## src/rtl/data_ram_arbiter.sv

```systemverilog
// Two-port arbiter in front of a single-port data RAM: port0 (bus) normally wins,
// port1 (core) is forced through after MAX_WAIT consecutive denials.
module data_ram_arbiter #(
  parameter int ADDR_WIDTH = 15,
  parameter int DATA_WIDTH = 32,
  parameter int MAX_WAIT   = 3
) (
  input  logic                    clk,
  input  logic                    rst_n,
  input  logic                    port0_req_i,
  output logic                    port0_gnt_o,
  output logic                    port0_rvalid_o,
  input  logic [ADDR_WIDTH-1:0]   port0_addr_i,
  input  logic                    port0_we_i,
  input  logic [DATA_WIDTH/8-1:0] port0_be_i,
  input  logic [DATA_WIDTH-1:0]   port0_wdata_i,
  output logic [DATA_WIDTH-1:0]   port0_rdata_o,
  input  logic                    port1_req_i,
  output logic                    port1_gnt_o,
  output logic                    port1_rvalid_o,
  input  logic [ADDR_WIDTH-1:0]   port1_addr_i,
  input  logic                    port1_we_i,
  input  logic [DATA_WIDTH/8-1:0] port1_be_i,
  input  logic [DATA_WIDTH-1:0]   port1_wdata_i,
  output logic [DATA_WIDTH-1:0]   port1_rdata_o,
  output logic                    ram_en_o,
  output logic [ADDR_WIDTH-1:0]   ram_addr_o,
  output logic                    ram_we_o,
  output logic [DATA_WIDTH/8-1:0] ram_be_o,
  output logic [DATA_WIDTH-1:0]   ram_wdata_o,
  input  logic [DATA_WIDTH-1:0]   ram_rdata_i,
  output logic                    starve_o
);

  localparam logic [3:0] MAX_WAIT_C = 4'(MAX_WAIT);

  typedef enum logic {P0_PRIO, P1_FORCE} state_t;

  state_t          state_reg, state_next;
  logic [3:0]      wait_cnt_reg, wait_cnt_next;
  logic [1:0]      req, gnt;
  logic [1:0]      rvalid_reg, rvalid;
  logic [DATA_WIDTH-1:0] rdata [2];

  assign req = {port1_req_i, port0_req_i};

  always_ff @(posedge clk) begin
    if (!rst_n) begin
      state_reg    <= P0_PRIO;
      wait_cnt_reg <= 4'd0;
      rvalid_reg   <= 2'b00;
    end else begin
      state_reg    <= state_next;
      wait_cnt_reg <= wait_cnt_next;
      rvalid_reg   <= gnt;
    end
  end

  always_comb begin
    gnt           = 2'b00;
    state_next    = state_reg;
    wait_cnt_next = wait_cnt_reg;
    if (rst_n) begin
      case (state_reg)
        P0_PRIO: begin
          if (req[0])      gnt = 2'b01;
          else if (req[1]) gnt = 2'b10;
          // Only a port1 denial caused by a competing port0 request counts as waiting.
          if (req[0] && req[1]) begin
            wait_cnt_next = (wait_cnt_reg >= MAX_WAIT_C) ? MAX_WAIT_C : wait_cnt_reg + 4'd1;
            if (wait_cnt_next == MAX_WAIT_C) state_next = P1_FORCE;
          end else begin
            wait_cnt_next = 4'd0;
          end
        end
        P1_FORCE: begin
          if (req[1])      gnt = 2'b10;
          else if (req[0]) gnt = 2'b01;
          state_next    = P0_PRIO;
          wait_cnt_next = 4'd0;
        end
        default: begin
          state_next    = P0_PRIO;
          wait_cnt_next = 4'd0;
        end
      endcase
    end
  end

  assign port0_gnt_o = gnt[0];
  assign port1_gnt_o = gnt[1];
  assign starve_o    = (state_reg == P1_FORCE);

  // gnt is one-hot or zero, so an AND-OR mux also yields zeros when idle.
  assign ram_en_o    = |gnt;
  assign ram_addr_o  = ({ADDR_WIDTH{gnt[0]}} & port0_addr_i) | ({ADDR_WIDTH{gnt[1]}} & port1_addr_i);
  assign ram_we_o    = (gnt[0] & port0_we_i) | (gnt[1] & port1_we_i);
  assign ram_be_o    = ({(DATA_WIDTH/8){gnt[0]}} & port0_be_i) | ({(DATA_WIDTH/8){gnt[1]}} & port1_be_i);
  assign ram_wdata_o = ({DATA_WIDTH{gnt[0]}} & port0_wdata_i) | ({DATA_WIDTH{gnt[1]}} & port1_wdata_i);

  // Responses are suppressed while reset is held so a pending read never surfaces.
  generate
    for (genvar gi = 0; gi < 2; gi++) begin : g_resp
      assign rvalid[gi] = rvalid_reg[gi] & rst_n;
      assign rdata[gi]  = rvalid[gi] ? ram_rdata_i : '0;
    end
  endgenerate

  assign port0_rvalid_o = rvalid[0];
  assign port1_rvalid_o = rvalid[1];
  assign port0_rdata_o  = rdata[0];
  assign port1_rdata_o  = rdata[1];

endmodule

```

## config.mk

```make
export PLATFORM = sky130hd
export DESIGN_NAME = data_ram_arbiter
export DESIGN_NICKNAME = d
export VERILOG_FILES = /design/src/rtl/data_ram_arbiter.sv
export SDC_FILE = /design/constraint.sdc
export NUM_CORES = 1
export LEC_CHECK = 0
export CORE_AREA = 4 4 99 101
export DETAILED_ROUTE_END_ITERATION = 8
export DIE_AREA = 0 0 103 105
export GPL_ROUTABILITY_DRIVEN = 0
export HOLD_SLACK_MARGIN = 0.15
export MAX_ROUTING_LAYER = met4
export PLACE_DENSITY_LB_ADDON = 0.12
export SYNTH_ARGS = -nofsm -noshare
export SYNTH_HDL_FRONTEND = slang
export SYNTH_SLANG_ARGS = --single-unit
export TNS_END_PERCENT = 10
```

## constraint.sdc

```tcl
create_clock -name clk -period 2.6 [get_ports clk]
set_input_delay 0.26 -clock clk [delete_from_list [all_inputs] [get_ports clk]]
set_output_delay 0.26 -clock clk [all_outputs]
set_load 0.01 [all_outputs]
```

==> results_dict.tcl, run 1 <==
set metrics [dict create \
    outcome "complete, no violations" \
    grt.met1_usage 0.1755 \
    ant_nets 0 \
    post_route_cells_drive_above_1_share 0.03846 \
    max_fo_critical_path 53 \
    globalRouteMet3Util 0.03872 \
    regToRegSetupSlack_ps 1440 \
    worst_setup_path_startpoint "rst_n" \
    synth_top_area_cell "sky130_fd_sc_hd__a22o_1" \
    vias_per_cell 4.548 \
    clk_root_buffer_cell "sky130_fd_sc_hd__clkbuf_8" \
    cts.path.max_buffers 2 \
    die_h_um 105 \
    antenna-diode-count 0 \
    post_synth.cell_area_avg_sq_um 7.803 \
    launch_instance_of_the_worst_min_delay_path "wait_cnt_reg[0]$_SDFF_PP0_" \
    std_cell_rows 35 \
    timing.final.crit_share 0.9459 \
    finish.instance_area_sq_um 4024 \
    horizontal_die_dimension_um 103 \
    critical-path-max-stage-delay_ps 610 \
    clock_sink_count 7 \
    worst_hold_path_cells 1 \
    place_worst_setup_slack_ps 94.65 \
    post_detailed_route_drc_marker_count 0 \
    drt-wirelength-per-cell_um 17.82 \
    maxSlewViolCount 0 \
    holdCritPathClass "reg -> reg" \
    number_of_levels_in_the_clock_h_tree 1 \
    synth-seq-area-share 0.1088 \
    ctsResizeCount 0 \
    post_route_setup_tns_ps 0 \
    flip_flop_count_of_the_largest_register_all_copies_and_words_added 4 \
    ys_types 18 \
    final_cell_mix "sky130_fd_sc_hd__clkdlybuf4s50_1, sky130_fd_sc_hd__and3_1, sky130_fd_sc_hd__a22o_1" \
    setup_slack_ps 140.7 \
    setup-violations-final 0 \
    layout.cells.most_common "sky130_fd_sc_hd__clkdlybuf4s50_1" \
    clkLatencyLatePin_ps 230 \
    ordered_cell_list_for_the_critical_path "clkdlybuf4s50_1, nand2_1, a21oi_4, buf_12, a22o_2, clkdlybuf4s50_1" \
    worst_ep_arrival_time_ps 2200 \
    maxClockFrequency_mhz 406.6 \
    crit_path_top_delay_cell "sky130_fd_sc_hd__clkdlybuf4s50_1" \
    clk_pin_slew_ps 40 \
    postRouteWirelength_um 9389 \
    num_io_pins 262 \
    endpoint_kind "output pin" \
    synthDominantCellAreaShare 0.3333 \
    top_usage_layer "met2" \
    detail_route.first_pass.iterations 4 \
    cts_tree "yes" \
    synthesis.area_sq_um 1287 \
    final_worst_path_period_need_ps 2459 \
    grt_pass1_vias 2405 \
    timing.rr.end "starve_o$_SDFF_PP0_" \
    critical_path_required_ps 2340 \
    flip_flop_and_latch_count_after_synthesis 7 \
    reg2regPathDepth 4 \
    worstSetupPathType "in -> out" \
    post-cts-setup-buffer-count 0 \
    grt_antenna_before_repair 0 \
    initial_utilization 0.1427 \
    synth_top_cells_by_area "sky130_fd_sc_hd__a22o_1, sky130_fd_sc_hd__and3_1, sky130_fd_sc_hd__dfxtp_1" \
    total_nets_final 558 \
    cts_made_buffers 3 \
    critical_path.most_common_cell "sky130_fd_sc_hd__clkdlybuf4s50_1" \
    grt.met2_usage 0.2906 \
    area_growth_pct 212.5 \
    global_route.overflow_total 0 \
    cellLeakagePower_nw 1.718 \
    grt_start_max_net_pins 68 \
    grt.total_usage 0.1597 \
    worst_ir_drop_vdd_mv 0.09464 \
    die_area_sq_um 10820 \
    ys.warnings.count 0 \
    drv_cap 0 \
    timing.rr.start "wait_cnt_reg[0]$_SDFF_PP0_" \
    detail_route.iter0.violations 44 \
    crit_path_start_kind "primary input" \
    power_density_nw_per_um2 206.7 \
    ctsHoldBuffers 0 \
    hold_viol_final 0 \
    worst_hold_path_ep "wait_cnt_reg[0]$_SDFF_PP0_" \
    routed-via-count 2397 \
    gate_count_after_technology_mapping 165 \
    global_route_wire_length_before_repair_um 13340 \
    port_buffers 261 \
    place_area_sq_um 3979 \
    finalClockSkew_ps 1.728 \
    rsz_0062_raised_after_global_routing "false" \
    core_sq_um 9021 \
    dp.final_hpwl_um 7615 \
]
==> logic make-up (layout without fill, tap and decap cells) <==
logic type,after synthesis,in the layout,synth area share
compound gates,60,60,0.4072
buf+inv,25,275,0.1312
simple gates,71,71,0.3401
other cells,1,2,0.002913
fa+ha+maj,1,1,0.009717
flops,7,7,0.1088
==> per-layer routing <==
metal | wire length [um] | vias to the layer above
met1 | 3477 | 1086
met4 | 30 | 0
met3 | 1115 | 2
met2 | 4765 | 156
met5 | 0 | -
li1 | - | 1153
==> final cells by class <==
cell class	instances	area, sq um
fill	884	4997
timing repair buffer	269	2710
multi-input combinational	134	982.2
sequential	7	140.1
tap	111	138.9
clock buffer	4	45.04
inverter	2	7.507
==> critical path, delay by kind of cell <==
| family | cells | cell delay (ps) |
|---|---|---|
| and+or+nand+nor | 1 | 150 |
| buffers and inverters | 3 | 1440 |
| AOI/OAI and AO/OA | 2 | 340 |
==> synth_stat cells <==
| cell | count |
|---|---|
| sky130_fd_sc_hd__ha_1 | 1 |
| sky130_fd_sc_hd__nor2b_1 | 1 |
| sky130_fd_sc_hd__nand2_1 | 2 |
| sky130_fd_sc_hd__a21oi_1 | 4 |
| sky130_fd_sc_hd__dfxtp_1 | 7 |
| sky130_fd_sc_hd__a22o_2 | 3 |
| sky130_fd_sc_hd__clkbuf_1 | 13 |
| sky130_fd_sc_hd__and3_1 | 64 |
| sky130_fd_sc_hd__a22o_1 | 49 |
| sky130_fd_sc_hd__nand4_1 | 1 |
| sky130_fd_sc_hd__inv_1 | 2 |
| sky130_fd_sc_hd__o21a_1 | 1 |
| sky130_fd_sc_hd__a21oi_4 | 2 |
| sky130_fd_sc_hd__o21ai_0 | 1 |
| sky130_fd_sc_hd__and2_1 | 2 |
| sky130_fd_sc_hd__nor3_1 | 1 |
| sky130_fd_sc_hd__buf_6 | 10 |
| sky130_fd_sc_hd__conb_1 | 1 |
==> metrics by stage <==
step                std cells  hold WS, ps    util  power, mW
finish                    527        459.5  0.4460     0.8318
global route              527        485.5  0.4460     0.8803
CTS                       527        461.0  0.4460     0.8466
detailed placement        523        455.2  0.4411     0.6847
global placement          523        450.9  0.4411     0.6823
floorplan                 166        351.9       -     0.2895
==> where the power goes <==
| part | internal, mW | leakage (nW) | switching [mW] |
|---|---|---|---|
| combinational | 0.376 | 1.64 | 0.187 |
| clock | 0.106 | 0.0228 | 0.0469 |
| sequential | 0.113 | 0.0580 | 0.00252 |
==> how the worst max path moves through the flow <==
stage                     slack [ps]               to  cells past startpoint
after floorplan                 1150  ram_wdata_o[22]                      4
after global placement            90   ram_wdata_o[1]                      6
after detailed placement          90  ram_wdata_o[31]                      6
after CTS                         90  ram_wdata_o[31]                      6
after global routing              30      ram_be_o[1]                      6
final                            140  ram_wdata_o[31]                      6
Note: power is estimated with default switching activity, not from simulation.
==> run 2: changes to the inputs <==
- CAP_MARGIN: unset -> 5
- HOLD_SLACK_MARGIN: 0.15 -> unset
==> results of run 2 <==
Final layout, timing and power as in run 1 (identical DEF).
==> run 3: changes to the inputs <==
- RECOVER_POWER: unset -> 25
==> run 3 against run 2 <==
  * Utilization shrank 0.15 points
  * Largest power group unchanged
  * Sequential power hardly changed
  * Critical path depth stayed put
  * Die area unchanged
  * Clock power barely moved
  * Highest routed layer unchanged
  * Global-route usage unchanged
  * Largest cell class unchanged
  * Register-to-register slack about the same
  * Setup slack worse by 6.9 ps
  * Maximum frequency is 0.28% lower
==> results_dict.tcl, run 3 (synthesized netlist as in run 1, its figures left out) <==
set metrics [dict create \
    timing.final.crit_share 0.9485 \
    maxSlewViolCount 0 \
    worstSetupPathType "in -> out" \
    area_growth_pct 211.5 \
    n_fill_cell 886 \
    std_cell_rows 35 \
    routed.top_layer "met4" \
    initial_utilization 0.1427 \
    outcome "complete, no violations" \
    critical-path-max-stage-delay_ps 640 \
    drv_cap 0 \
    setup_slack_ps 133.8 \
    ctsResizeCount 0 \
    critical_path_required_ps 2340 \
    core_sq_um 9021 \
    worstMarginPinSlew_ps 503.5 \
    cts_made_buffers 3 \
    post_route_setup_tns_ps 0 \
    worst_ep_arrival_time_ps 2210 \
    holdCritPathClass "reg -> reg" \
    power_density_nw_per_um2 205.4 \
    place_worst_setup_slack_ps 94.65 \
    route.met2.wl_um 4787 \
    grt_pass1_vias 2405 \
    vias_per_cell 4.557 \
    clock_sink_count 7 \
    post_detailed_route_drc_marker_count 0 \
    sequential_cell_area_sq_um 140.1 \
    flip_flop_count_of_the_largest_register_all_copies_and_words_added 4 \
    post-cts-setup-buffer-count 0 \
    horizontal_die_dimension_um 103 \
    grt.total_usage 0.1597 \
    dp.final_hpwl_um 7615 \
    global_route.overflow_total 0 \
    cts_tree "yes" \
    die_h_um 105 \
    die_area_sq_um 10820 \
    routedLengthMet1_um 3416 \
    postRouteWirelength_um 9340 \
    detail_route.first_pass.iterations 4 \
    max_fo_critical_path 53 \
    maxClockFrequency_mhz 405.5 \
    port_buffers 261 \
    hold_viol_final 0 \
    num_io_pins 262 \
    ctsHoldBuffers 0 \
    detail_route.iter0.violations 50 \
    ordered_cell_list_for_the_critical_path "dlygate4sd3_1, nand2_1, a21oi_4, buf_12, a22o_2, clkdlybuf4s50_1" \
    finalClockSkew_ps 1.221 \
    worst_ir_drop_vdd_mv 0.08939 \
    routed-via-count 2406 \
    post_route_cells_drive_above_1_share 0.03606 \
    rsz_0062_raised_after_global_routing "false" \
    number_of_levels_in_the_clock_h_tree 1 \
    clk_root_buffer_cell "sky130_fd_sc_hd__clkbuf_8" \
    clk_pin_slew_ps 40 \
    cellLeakagePower_nw 1.774 \
    global_route_wire_length_before_repair_um 13340 \
    clkLatencyLatePin_ps 230 \
    grt_antenna_before_repair 1 \
    ant_nets 0 \
    layout.cells.most_common "sky130_fd_sc_hd__clkdlybuf4s50_1" \
    cts.path.max_buffers 2 \
    drt-wirelength-per-cell_um 17.69 \
    final_cell_mix "sky130_fd_sc_hd__clkdlybuf4s50_1, sky130_fd_sc_hd__and3_1, sky130_fd_sc_hd__a22o_1" \
    setup-violations-final 0 \
    final_worst_path_period_need_ps 2466 \
    max_slew_margin 0.6644 \
    multi_input_comb_area_sq_um 982.2 \
    grt_start_max_net_pins 68 \
    total_nets_final 558 \
    endpoint_kind "output pin" \
    crit_path_start_kind "primary input" \
    crit_path_top_delay_cell "sky130_fd_sc_hd__dlygate4sd3_1" \
    wl_met3_um 1105 \
]
==> run 3: layout make-up <==
type | instances | area share
inverter | 2 | 0.001872
clock buffer | 4 | 0.01123
timing repair buffer | 269 | 0.6718
multi-input combinational | 134 | 0.2449
antenna | 1 | 0.0006240
tap | 111 | 0.03463
sequential | 7 | 0.03495
==> run 3: path summary, 6_finish.rpt <==
path	end	depth (start not counted)	slack (ps)	start
hold / removal	wait_cnt_reg[0]$_SDFF_PP0_	1	460	wait_cnt_reg[0]$_SDFF_PP0_
setup / recovery	ram_wdata_o[31]	6	130	port1_req_i
hold reg to reg	wait_cnt_reg[0]$_SDFF_PP0_	1	460	wait_cnt_reg[0]$_SDFF_PP0_
setup reg to reg	starve_o$_SDFF_PP0_	4	1440	wait_cnt_reg[0]$_SDFF_PP0_
==> run 3: per-layer routing <==
layer	track usage	vias to the layer above
met4	0.02683	0
met1	0.1755	1092
li1	-	1154
met2	0.2906	158
met3	0.03872	2
met5	-	-
==> run 3: worst max-delay path: cells and delay by family <==
family                 cells  cell delay, ps
buffers and inverters      3            1470
AO/OA/AOI/OAI              2             330
AND/OR/NAND/NOR            1             130
==> run 3: per-stage QoR <==
stage / hold WS (ps) / power (mW) / std cells / area, sq um / util
2_1_floorplan: 351.9 / 0.2895 / 166 / 1291 / -
3_3_place_gp: 450.9 / 0.6823 / 523 / 3979 / 0.4411
3_5_place_dp: 455.2 / 0.6847 / 523 / 3979 / 0.4411
4_1_cts: 461.0 / 0.8466 / 527 / 4024 / 0.4460
5_1_grt: 485.1 / 0.8731 / 528 / 4010 / 0.4445
6_report: 459.5 / 0.8239 / 528 / 4010 / 0.4445
==> run 3: power by group <==
part	internal, mW	leakage, nW	switching (mW)
clock network	0.106	0.0228	0.0464
registers	0.113	0.0580	0.00249
logic	0.370	1.69	0.186
